==> config.mk <==
export PLATFORM = sky130hd
export DESIGN_NAME = lsu_bus_bridge
export DESIGN_NICKNAME = d
export VERILOG_FILES = /design/src/rtl/lsu_bus_bridge.sv
export SDC_FILE = /design/constraint.sdc
export NUM_CORES = 1
export LEC_CHECK = 0
export ABC_AREA = 1
export CAP_MARGIN = 20
export CELL_PAD_IN_SITES_DETAIL_PLACEMENT = 1
export CELL_PAD_IN_SITES_GLOBAL_PLACEMENT = 2
export CORE_AREA = 4 4 166 168
export DETAILED_ROUTE_END_ITERATION = 10
export DIE_AREA = 0 0 170 172
export PLACE_DENSITY = 0.78
export SETUP_SLACK_MARGIN = 0.4
export SLEW_MARGIN = 20
export SYNTH_ARGS = -nofsm -noshare
export SYNTH_HDL_FRONTEND = slang
export SYNTH_SLANG_ARGS = --single-unit
==> constraint.sdc <==
create_clock -name clk -period 1.68 [get_ports clk]
set_clock_uncertainty 0.2 [all_clocks]
set_input_delay 0.504 -clock clk [delete_from_list [all_inputs] [get_ports clk]]
set_output_delay 0.504 -clock clk [all_outputs]
set_load 0.01 [all_outputs]
==> src/rtl/lsu_bus_bridge.sv <==
// Load/store bridge between the core control unit and a single-outstanding req/ack data bus.
// Handles byte-lane steering, load extension, misalignment rejection and ack timeout.
module lsu_bus_bridge #(
  parameter int ADDR_W  = 32,
  parameter int DATA_W  = 32,
  parameter int TIMEOUT = 255
) (
  input  logic              clk,
  input  logic              rstn,
  input  logic              rmem,
  input  logic              wmem,
  input  logic [1:0]        mem_type,
  input  logic              mem_sign,
  input  logic [ADDR_W-1:0] addr,
  input  logic [DATA_W-1:0] wdata,
  output logic [DATA_W-1:0] rdata,
  output logic              hold,
  output logic              misalign,
  output logic              bus_fault,
  output logic              bus_req,
  output logic              bus_we,
  output logic [ADDR_W-1:0] bus_addr,
  output logic [DATA_W-1:0] bus_wdata,
  output logic [3:0]        bus_be,
  input  logic              bus_ack,
  input  logic [DATA_W-1:0] bus_rdata,
  input  logic              bus_err
);

  typedef enum logic [1:0] {
    S_IDLE = 2'd0,
    S_REQ  = 2'd1,
    S_DONE = 2'd2
  } state_t;

  // Last REQ cycle index before the access is abandoned.
  localparam logic [7:0] TO_LAST = 8'(TIMEOUT - 1);

  function automatic logic [3:0] lane_be(input logic [1:0] mt, input logic [1:0] lo);
    case (mt)
      2'b00:   lane_be = 4'b0001 << lo;
      2'b01:   lane_be = lo[1] ? 4'b1100 : 4'b0011;
      default: lane_be = 4'b1111;
    endcase
  endfunction

  function automatic logic [31:0] lane_wdata(input logic [1:0] mt, input logic [31:0] wd);
    case (mt)
      2'b00:   lane_wdata = {4{wd[7:0]}};
      2'b01:   lane_wdata = {2{wd[15:0]}};
      default: lane_wdata = wd;
    endcase
  endfunction

  function automatic logic [31:0] load_ext(input logic [1:0] mt, input logic uns,
                                           input logic [1:0] lo, input logic [31:0] rd);
    logic [7:0]  b;
    logic [15:0] h;
    b = rd[{lo, 3'b000} +: 8];
    h = rd[{lo[1], 4'b0000} +: 16];
    case (mt)
      2'b00:   load_ext = {{24{~uns & b[7]}}, b};
      2'b01:   load_ext = {{16{~uns & h[15]}}, h};
      default: load_ext = rd;
    endcase
  endfunction

  state_t              state_q, state_d;
  logic [1:0]          type_q, type_d;
  logic                sign_q, sign_d;
  logic                we_q, we_d;
  logic [1:0]          lo_q, lo_d;
  logic [7:0]          cnt_q, cnt_d;
  logic [DATA_W-1:0]   rdata_q, rdata_d;
  logic                misalign_q, misalign_d;
  logic                fault_q, fault_d;
  logic                bus_req_q, bus_req_d;
  logic                bus_we_q, bus_we_d;
  logic [ADDR_W-1:0]   bus_addr_q, bus_addr_d;
  logic [DATA_W-1:0]   bus_wdata_q, bus_wdata_d;
  logic [3:0]          bus_be_q, bus_be_d;
  logic                req_s;
  logic                aligned_s;

  assign req_s = rmem | wmem;

  always_comb begin
    case (mem_type)
      2'b00:   aligned_s = 1'b1;
      2'b01:   aligned_s = ~addr[0];
      default: aligned_s = (addr[1:0] == 2'b00);
    endcase
  end

  // hold must reach control in the same cycle the request is presented.
  assign hold = ((state_q == S_IDLE) & req_s & aligned_s) | (state_q == S_REQ);

  // Next-state, capture and completion logic.
  always_comb begin
    state_d     = state_q;
    type_d      = type_q;
    sign_d      = sign_q;
    we_d        = we_q;
    lo_d        = lo_q;
    cnt_d       = cnt_q;
    rdata_d     = rdata_q;
    misalign_d  = 1'b0;
    fault_d     = 1'b0;
    bus_req_d   = bus_req_q;
    bus_we_d    = bus_we_q;
    bus_addr_d  = bus_addr_q;
    bus_wdata_d = bus_wdata_q;
    bus_be_d    = bus_be_q;
    case (state_q)
      S_IDLE: begin
        if (req_s) begin
          if (aligned_s) begin
            state_d     = S_REQ;
            type_d      = mem_type;
            sign_d      = mem_sign;
            we_d        = wmem;
            lo_d        = addr[1:0];
            cnt_d       = 8'd0;
            bus_req_d   = 1'b1;
            bus_we_d    = wmem;
            bus_addr_d  = {addr[ADDR_W-1:2], 2'b00};
            bus_be_d    = lane_be(mem_type, addr[1:0]);
            bus_wdata_d = wmem ? lane_wdata(mem_type, wdata) : {DATA_W{1'b0}};
          end else begin
            misalign_d = 1'b1;
          end
        end else begin
          state_d = S_IDLE;
        end
      end
      S_REQ: begin
        cnt_d = cnt_q + 8'd1;
        if (bus_err) begin
          fault_d   = 1'b1;
          rdata_d   = {DATA_W{1'b0}};
          bus_req_d = 1'b0;
          state_d   = S_DONE;
        end else if (bus_ack) begin
          if (!we_q) begin
            rdata_d = load_ext(type_q, sign_q, lo_q, bus_rdata);
          end else begin
            rdata_d = rdata_q;
          end
          bus_req_d = 1'b0;
          state_d   = S_DONE;
        end else if (cnt_q == TO_LAST) begin
          fault_d   = 1'b1;
          rdata_d   = {DATA_W{1'b0}};
          bus_req_d = 1'b0;
          state_d   = S_DONE;
        end else begin
          state_d = S_REQ;
        end
      end
      S_DONE: begin
        state_d = S_IDLE;
      end
      default: begin
        state_d   = S_IDLE;
        bus_req_d = 1'b0;
      end
    endcase
  end

  // State and output registers.
  always_ff @(posedge clk or negedge rstn) begin
    if (!rstn) begin
      state_q     <= S_IDLE;
      type_q      <= 2'b00;
      sign_q      <= 1'b0;
      we_q        <= 1'b0;
      lo_q        <= 2'b00;
      cnt_q       <= 8'd0;
      rdata_q     <= {DATA_W{1'b0}};
      misalign_q  <= 1'b0;
      fault_q     <= 1'b0;
      bus_req_q   <= 1'b0;
      bus_we_q    <= 1'b0;
      bus_addr_q  <= {ADDR_W{1'b0}};
      bus_wdata_q <= {DATA_W{1'b0}};
      bus_be_q    <= 4'b0000;
    end else begin
      state_q     <= state_d;
      type_q      <= type_d;
      sign_q      <= sign_d;
      we_q        <= we_d;
      lo_q        <= lo_d;
      cnt_q       <= cnt_d;
      rdata_q     <= rdata_d;
      misalign_q  <= misalign_d;
      fault_q     <= fault_d;
      bus_req_q   <= bus_req_d;
      bus_we_q    <= bus_we_d;
      bus_addr_q  <= bus_addr_d;
      bus_wdata_q <= bus_wdata_d;
      bus_be_q    <= bus_be_d;
    end
  end

  assign rdata     = rdata_q;
  assign misalign  = misalign_q;
  assign bus_fault = fault_q;
  assign bus_req   = bus_req_q;
  assign bus_we    = bus_we_q;
  assign bus_addr  = bus_addr_q;
  assign bus_wdata = bus_wdata_q;
  assign bus_be    = bus_be_q;

endmodule

==> metrics <==
Total GRT Usage 0.1523; clk root buf clkbuf_16; Mapped Area 5663 um^2; Reg power frac 0.297; post-synthesis register bit count 117; share of cells above drive strength 1 0.3756; Switching Fraction 0.3614; RSZ-0062 raised after global routing yes; Leak 5.289 nW; htree depth 4; CTS buffer count 17; Avg Inst Size Synth 8.021 um^2; status complete, but fails checks; CP startpoint kind flip-flop; Tot Pwr 14.94 mW; Detailed Route WL 23940 um; Slew Viols, Final 0; CTS Buffer Depth 2; final worst setup slack -0.3369 ns; clk_lat worst skew 0.41 ns; via count of the first global-routing pass 6192; Post-synth top cells nand2_1 (312), dfrtp_1 (117), o21ai_0 (49); # diodes 0; Hold Path Class in2reg; Detailed Route Iter0 Violations 176; Comb pwr share 0.452; Die Ht 172 um; asr flop ratio synth 1.000; # port buffers 207; VDD IR max 0.5741 mV; Clk pin slew, worst setup/hold paths 0.06 ns; routed len/inst 17.10 um; row count 59; Fin. Hold Viols 0; Switching Power 5.402 mW; dominant synthesized flop cell dfrtp_1; initial antenna violation count 0; Final HPWL DP 15470 um; failing checks setup timing; vias per cell 4.346; register area share after synthesis 0.5170; # clock sinks 117; top cells by area, synth dfrtp_1 (52%), nand2_1 (21%), o21ai_0 (4.3%); worst path cell trace nor3_2 -> nand2_4 -> nand2_8 -> buf_6; final net count 1159; CORE AREA 25910 um^2; fmax 495.8 MHz; largest net degree at the start of global routing 51; WP data arrival 1.31 ns; Period Utilization, post-route 1.201; Post-synth EDFFs 0; initial core utilization 0.2186; setup violators final 109; Area growth syn-to-layout 82.74%; fin crit period 2.017 ns; DIE AREA 29240 um^2; Routed Antenna Nets 0; CTS tree yes; Detailed Routing Iterations Pass 1 4; first-pass GRT wire length 34650 um; most numerous cell in the Yosys netlist nand2_1; Synth Instances 706; CP max stage cell dfrtp_1; Top delay family on crit path simple AND/OR/NAND/NOR gates; fin util 0.3994; clock network power share 0.252; gpl congestion 0.7957; Req. time, crit path 0.98 ns; grt total ovfl 0; Power Internal 9.543 mW; CP max stage delay 0.38 ns; drt drc 0; area leader, netlist dfrtp_1; Die X 170 um; yosys synthesis warning count 0; Synth top area share 0.5170; max-cap violations 0; distinct cell type count after synthesis 39; I/O pin total 210; WS Path Type reg2out; DR vias 6084; Buf/Inv on CP 1; Worst Setup End Kind output port; critical path peak fanout 2; power density cells 1444 nW/um^2
[cell families after synthesis]
logic type,share of synthesized area
AO/OA/AOI/OAI,0.09699
XOR/XNOR,0.006188
adder cells (fa/ha/maj),0.004418
buffers and inverters,0.06761
flip-flops,0.5170
multiplexers,0.001768
other,0.0006622
AND/OR/NAND/NOR,0.3053
[registers in the layout (all words and copies together) (netlist names)]
register   cells
rdata         32
state_q        2
bus_we         1
cnt_q          8
bus_addr      30
bus_req        1
bus_be         4
bus_wdata     32
sign_q         1
type_q         2
misalign       1
lo_q           2
bus_fault      1
[through the flow]
stage          setup slack [ns]  TNS, ns  instances  hold WS (ns)  instance area [um^2]
6_report                -0.3369   -19.59       1400        0.2106                 10350
5_1_grt                 -0.3827   -27.59       1400        0.2063                 10350
4_1_cts                 -0.3721   -12.30       1351        0.2630                  9540
3_5_place_dp             -1.104   -97.82       1281        0.1602                  8643
3_3_place_gp             -1.107   -95.36       1281        0.1627                  8643
2_1_floorplan           -0.1639  -0.5301        707      0.008409                  5802
[placed cells by master (no fill, tap or decap), drive strengths merged]
cell type	netlist	layout
nor3	4	4
a21oi	18	18
o221ai	4	4
o22ai	4	4
buf	23	251
nor2	43	43
nand3	33	33
mux2i	1	1
clkdlybuf4s15	0	2
nand4	2	2
dlygate4sd3	0	1
dfrtp	117	117
or2	8	8
bufinv	0	2
nand2	320	320
o211ai	2	2
o21ai	64	64
xor2	3	3
clkdlybuf4s50	0	97
a31oi	3	3
xnor2	1	1
clkinvlp	0	1
conb	1	2
inv	41	43
dlygate4sd2	0	1
clkinv	0	8
ha	2	2
clkbuf	11	27
nor4	1	1
[final timing paths]
check / from / endpoint / slack, ns / cells after the start
hold / removal: addr[0] / bus_be[3]$_DFFE_PN0P_ / 0.21 / 3
setup reg to reg: state_q[0]$_DFFE_PN0N_ / rdata[4]$_DFFE_PN0P_ / -0.28 / 12
setup / recovery: state_q[0]$_DFFE_PN0N_ / hold / -0.34 / 4
max in group asynchronous: rstn / bus_addr[16]$_DFFE_PN0P_ / 0.47 / 3
hold reg to reg: rdata[5]$_DFFE_PN0P_ / rdata[5]$_DFFE_PN0P_ / 0.27 / 2
min in group asynchronous: rstn / rdata[9]$_DFFE_PN0P_ / 0.28 / 2
[repair_timing]
item / 4_1_cts / 5_1_grt
buffers inserted: 29 / 41
endpoints found under the setup margin: 220 / 247
pin swaps: 7 / 9
hold endpoints to repair: 67 / 0
resized for setup: 509 / 100
hold buffers: 1 / 0
gates cloned: 8 / 8
[power groups by stage]
| stage | sequential (mW) | clock, mW | combinational, mW |
|---|---|---|---|
| finish | 4.43 | 3.76 | 6.75 |
| global route | 4.56 | 4.01 | 7.38 |
| CTS | 4.41 | 3.87 | 5.90 |
| detailed placement | 4.40 | 0 | 5.69 |
| global placement | 4.40 | 0 | 5.62 |
| floorplan | 4.75 | 0 | 2.17 |
[tightest hold or removal path, stage by stage]
cell	delay [ns]
clkbuf_2	0.12
o211ai_1	0.10
nand3_1	0.06
[final cells by class]
cell class	instances	area, um^2
well taps	335	419.2
repair buffers	360	3568
clock buffers	19	452.9
fillers	2994	15560
inverters	41	205.2
flip-flops and latches	117	2928
multi-input cells	515	2628
clock inverters	13	147.6
[metal layers]
layer | vias to the layer above | wire, um | global-route usage
met5 | - | 0 | 0
met4 | 0 | 241 | 0.03542
met3 | 18 | 1854 | 0.05190
met2 | 176 | 11960 | 0.2558
met1 | 2955 | 9879 | 0.1903
li1 | 2935 | - | -
Power figures use the tool's default switching activity.
==> RTL edit 1, RTL diff (config.mk and constraints unchanged) <==
Set the parameter `ADDR_W` to 40 (it was 32).
--- a/src/rtl/lsu_bus_bridge.sv
+++ b/src/rtl/lsu_bus_bridge.sv
@@ -3,3 +3,3 @@
 module lsu_bus_bridge #(
-  parameter int ADDR_W  = 32,
+  parameter int ADDR_W  = 40,
   parameter int DATA_W  = 32,
Ports: changed (resized addr and bus_addr); port bits go from 210 to 226. No check against the original RTL was run, so the function may have changed too.
==> RTL edit 1 against the unedited design <==
  * The flow still finishes with violations (setup timing)
  * Core utilization down 2.5 points
  * Setup slack better by 1.4 ps
  * Cell count up 0.14%
  * Register-to-register slack better by 90 ps
  * Synthesized cell count up 4.8%
  * Synthesized area up 3.1%
  * Non-clock buffer count down 32
  * Sequential cell count up 8
  * Power down 6.7%
  * Wire length down 3.5%
  * Cell area down 6.4%
  * First-iteration DRC count down 9.7%
  * Sequential share of layout area up 4.0 points
==> RTL edit 1: results (changes against the unedited design) <==
setup_violations: 96  # -12%
track_usage: 0.155  # +0.00295
synth.avg_cell_area_um2: 7.89  # -1.7%
dpl_cell_area_um2: 8990  # +4.0%
worstHoldPathType: "register to register"
drt_iter0_drc: 159  # -9.7%
port_buffers: 223  # +7.7%
failed_checks: "setup timing"
inv_count: 40  # -2.4%
setup_ws_ps: -335  # +1.41 ps
ir_drop_mv: 0.486  # -15%
synth_common_cells: "nand2_1, dfrtp_1, o21ai_0, nor2_1, nand3_1"
hpwl_um: 16100  # +4.4%
cp.arrival_ps: 1310  # about the same
antennaDiodeCount: 1  # +1
grt_util_met2: 0.255  # -0.000690
register_area_um2: 3130  # +6.8%
rrSetupSlack_ps: -190  # +90 ps
cp_slowest_cell: "dlygate4sd2_1"
post-place-cells: 1335  # +4.2%
multi_input_area_share: 0.258  # +0.00449
num-multi-input-gates: 541  # +5.0%
cp-startpoint: "rmem"
status: "complete, but fails checks"
synth-seq-cells: 125  # +6.8%
yosys_warnings: 0  # unchanged
pre_cts_ws_ps: -1160  # -54.9 ps
grtUsageMet3: 0.0533  # +0.00137
fillCellCount: 3098  # +3.5%
viasPerCell: 4.30  # -0.96%
wl_met1_um: 10100  # +2.6%
drive_above_1_share: 0.288  # -0.0876
min_from: "bus_req"
place.gp.congestion: 0.793  # -0.36%
grt_pass1_wl_um: 35900  # +3.7%
max_stage_delay_ps: 240  # -140 ps
multi_input_area_um2: 2500  # -4.7%
routed_wl_um: 23100  # -3.5%
leakagePower_nw: 4.97  # -6.0%
met1_usage: 0.201  # +0.0109
antenna_found_initial: 1  # +1
final_nets: 1168  # +0.78%
area_share_nonclk_buffers: 0.300  # -0.0445
grt_pass1_vias: 6539  # +5.6%
clk_share: 0.0568  # -0.00122
vias: 6034  # -0.82%
grt_max_degree: 47  # -7.8%
reg2reg_from: "state_q[1]"
wl_met3_um: 1730  # -6.5%
hold-worst-slack_ps: 269  # +57.9 ps
seq_area_frac_synth: 0.536  # +0.0189
==> RTL edit 1: cell types whose count changed after synthesis, moves of 2 or more <==
cell / before / now
nand2_1: 312 / 338
o21ai_1: 4 / 17
o21ai_2: 11 / 0
buf_2: 7 / 15
dfrtp_1: 117 / 125
buf_4: 10 / 4
nand2_4: 4 / 1
o21ai_0: 49 / 46
buf_1: 0 / 2
nand3_1: 31 / 33
nor2_8: 2 / 0
==> RTL edit 1: kinds of logic (layout without fill, tap and decap cells) <==
group                      Yosys count  in the layout  synth area share
and+or+nand+nor                    439            439             0.307
DFF                                125            125             0.536
AOI/OAI and AO/OA                   92             92            0.0836
buffers and inverters               75            400            0.0596
xor gates and xnor gates             4              4           0.00600
adders and majority gates            2              2           0.00429
muxes                                2              2           0.00343
other                                1              3          0.000642
==> RTL edit 1: final timing paths <==
check | end | cells past startpoint
min in group asynchronous | rdata[0] | 2
min reg2reg | bus_req | 2
max in group asynchronous | bus_wdata[26] | 3
max reg2reg | rdata[12] | 10
min | bus_req | 2
max | hold | 7
==> RTL edit 1: report_power, final <==
part / internal [mW] / total [mW] / switching [mW]
logic: 2.69 / 5.72 / 3.03
registers: 4.04 / 4.71 / 0.672
clock network: 1.96 / 3.51 / 1.55
total: 8.70 / 13.9 / 5.25
==> RTL edit 1: worst max-delay path, delay by kind of cell <==
family	cells	cell delay (ps)
simple gates	4	320
buf+inv	3	480
==> RTL edit 1: repair_timing <==
item                                    CTS  global route
buffers inserted                         11            15
cloned                                    3             4
hold buffers                              1             0
endpoints found under the setup margin  236           249
pin swaps                                 9             9
hold endpoints to repair                 37             0
resized for setup                       321           142
==> RTL edit 2, RTL diff (config.mk and constraints unchanged) <==
Made on the original files. Re-encode `state_t` (3 states) as one-hot, 3 bits wide.
--- a/src/rtl/lsu_bus_bridge.sv
+++ b/src/rtl/lsu_bus_bridge.sv
@@ -29,6 +29,6 @@
 
-  typedef enum logic [1:0] {
-    S_IDLE = 2'd0,
-    S_REQ  = 2'd1,
-    S_DONE = 2'd2
+  typedef enum logic [2:0] {
+    S_IDLE = 3'b001,
+    S_REQ  = 3'b010,
+    S_DONE = 3'b100
   } state_t;
Check against the original RTL: same outputs for any inputs over 4 cycles, from zero or initial values and one cycle with rstn low; so few cycles prove little.
==> RTL edit 2 against the unedited design <==
  * The run still ends with setup timing left
  * Sequential cell count is 1 higher
  * Cell area is 0.77% lower
  * Wire length is 2.2% lower
  * Power is 12% higher
  * Count of clock-buffer cells in the layout stayed put
  * Setup slack worse by 66 ps
  * Global-route usage is 0.23 points higher
  * Synthesized area is 1.8% lower
  * Die area stayed put
  * Largest cell class unchanged
==> RTL edit 2: results (changes against the unedited design) <==
pre_cts_ws_ps: -1050  # +58.9 ps
min_from: "bus_addr[7]"
root_buffer: "clkbuf_16"
fillCellCount: 3036  # +1.4%
setup_ws_ps: -403  # -66.2 ps
drive_above_1_share: 0.368  # -0.00722
setup_violations: 115  # +5.5%
synth.avg_cell_area_um2: 7.85  # -2.1%
cpLargestDelayFamily: "flip-flops"
holdPathEnd: "bus_addr[7]"
max_stage_delay_ps: 550  # +170 ps
buffers: 349  # -3.1%
worstHoldPathType: "register to register"
cp-startpoint: "state_q[0]"
hpwl_um: 15700  # +1.6%
holdPathStages: 2  # -1
yosys-top-cells-area: "dfrtp_1, nand2_1, o21ai_0"
r2r_cells: 11  # -1
area_share_nonclk_buffers: 0.336  # -0.00864
seq_area_frac_synth: 0.531  # +0.0144
post-place-cells: 1270  # -0.86%
rr_endpoint: "rdata[20]"
status: "complete, but fails checks"
async_flop_share: 1.00  # unchanged
fin_cells: 1391  # -0.64%
reg2reg_from: "state_q[2]"
grt_pass1_vias: 6351  # +2.6%
grt_max_degree: 40  # -22%
clk_pin_slew_worst_paths_ps: 60  # about the same
powerComb_mw: 8.39  # +24%
synth_common_cells: "nand2_1, dfrtp_1, nor2_1, inv_1, o21ai_0"
drt_iter0_drc: 173  # -1.7%
post_cts_buffers: 39  # +34%
seq_share: 0.288  # +0.00477
ir_drop_mv: 0.629  # +9.5%
dr.pass1.iters: 6  # +2
multi_input_area_um2: 2680  # +2.1%
pg_clk_mw: 3.58  # -5%
tightest_slew_ps: 598
vias: 5985  # -1.6%
failed_checks: "setup timing"
cp_slowest_cell: "dfstp_2"
clk_share: 0.0563  # -0.00174
hold-worst-slack_ps: 280  # +68.9 ps
grt_pass1_wl_um: 35300  # +2.0%
final_nets: 1150  # -0.78%
track_usage: 0.155  # +0.00227
cts_resized: 568  # +12%
place.gp.congestion: 0.776  # -2.4%
num-multi-input-gates: 516  # +0.19%
leakagePower_nw: 5.20  # -1.8%
antenna_found_initial: 3  # +3
rrSetupSlack_ps: -250  # +30 ps
p_int_mw: 10.5  # +9.9%
synth-seq-cells: 118  # +0.85%
cp.arrival_ps: 1380  # +70 ps
routed_wl_um: 23400  # -2.2%
-- RTL edit 2: logic make-up after synthesis --
| group | share of synthesized area |
|---|---|
| buffers and inverters | 0.0614 |
| flip-flops | 0.531 |
| XOR/XNOR | 0.00630 |
| AND/OR/NAND/NOR | 0.300 |
| adder cells (fa/ha/maj) | 0.00450 |
| other | 0.000675 |
| AO/OA/AOI/OAI | 0.0952 |
-- RTL edit 2: stage by stage --
stage,instance area (µm²),power (mW),setup TNS (ps)
3_5_place_dp,8440,11.5,-89550
6_report,10300,16.8,-21910
3_3_place_gp,8440,11.4,-86730
4_1_cts,9670,16.0,-20610
2_1_floorplan,5690,7.75,-21.0
5_1_grt,10300,17.9,-31770
-- RTL edit 2: per-layer routing --
| metal | GRT usage | up-vias | wire, µm |
|---|---|---|---|
| met4 | 0.0323 | 6 | 212 |
| met1 | 0.186 | 2892 | 9730 |
| met3 | 0.0578 | 20 | 1920 |
| li1 | - | 2907 | - |
| met5 | 0 | - | 36 |
| met2 | 0.267 | 160 | 11500 |
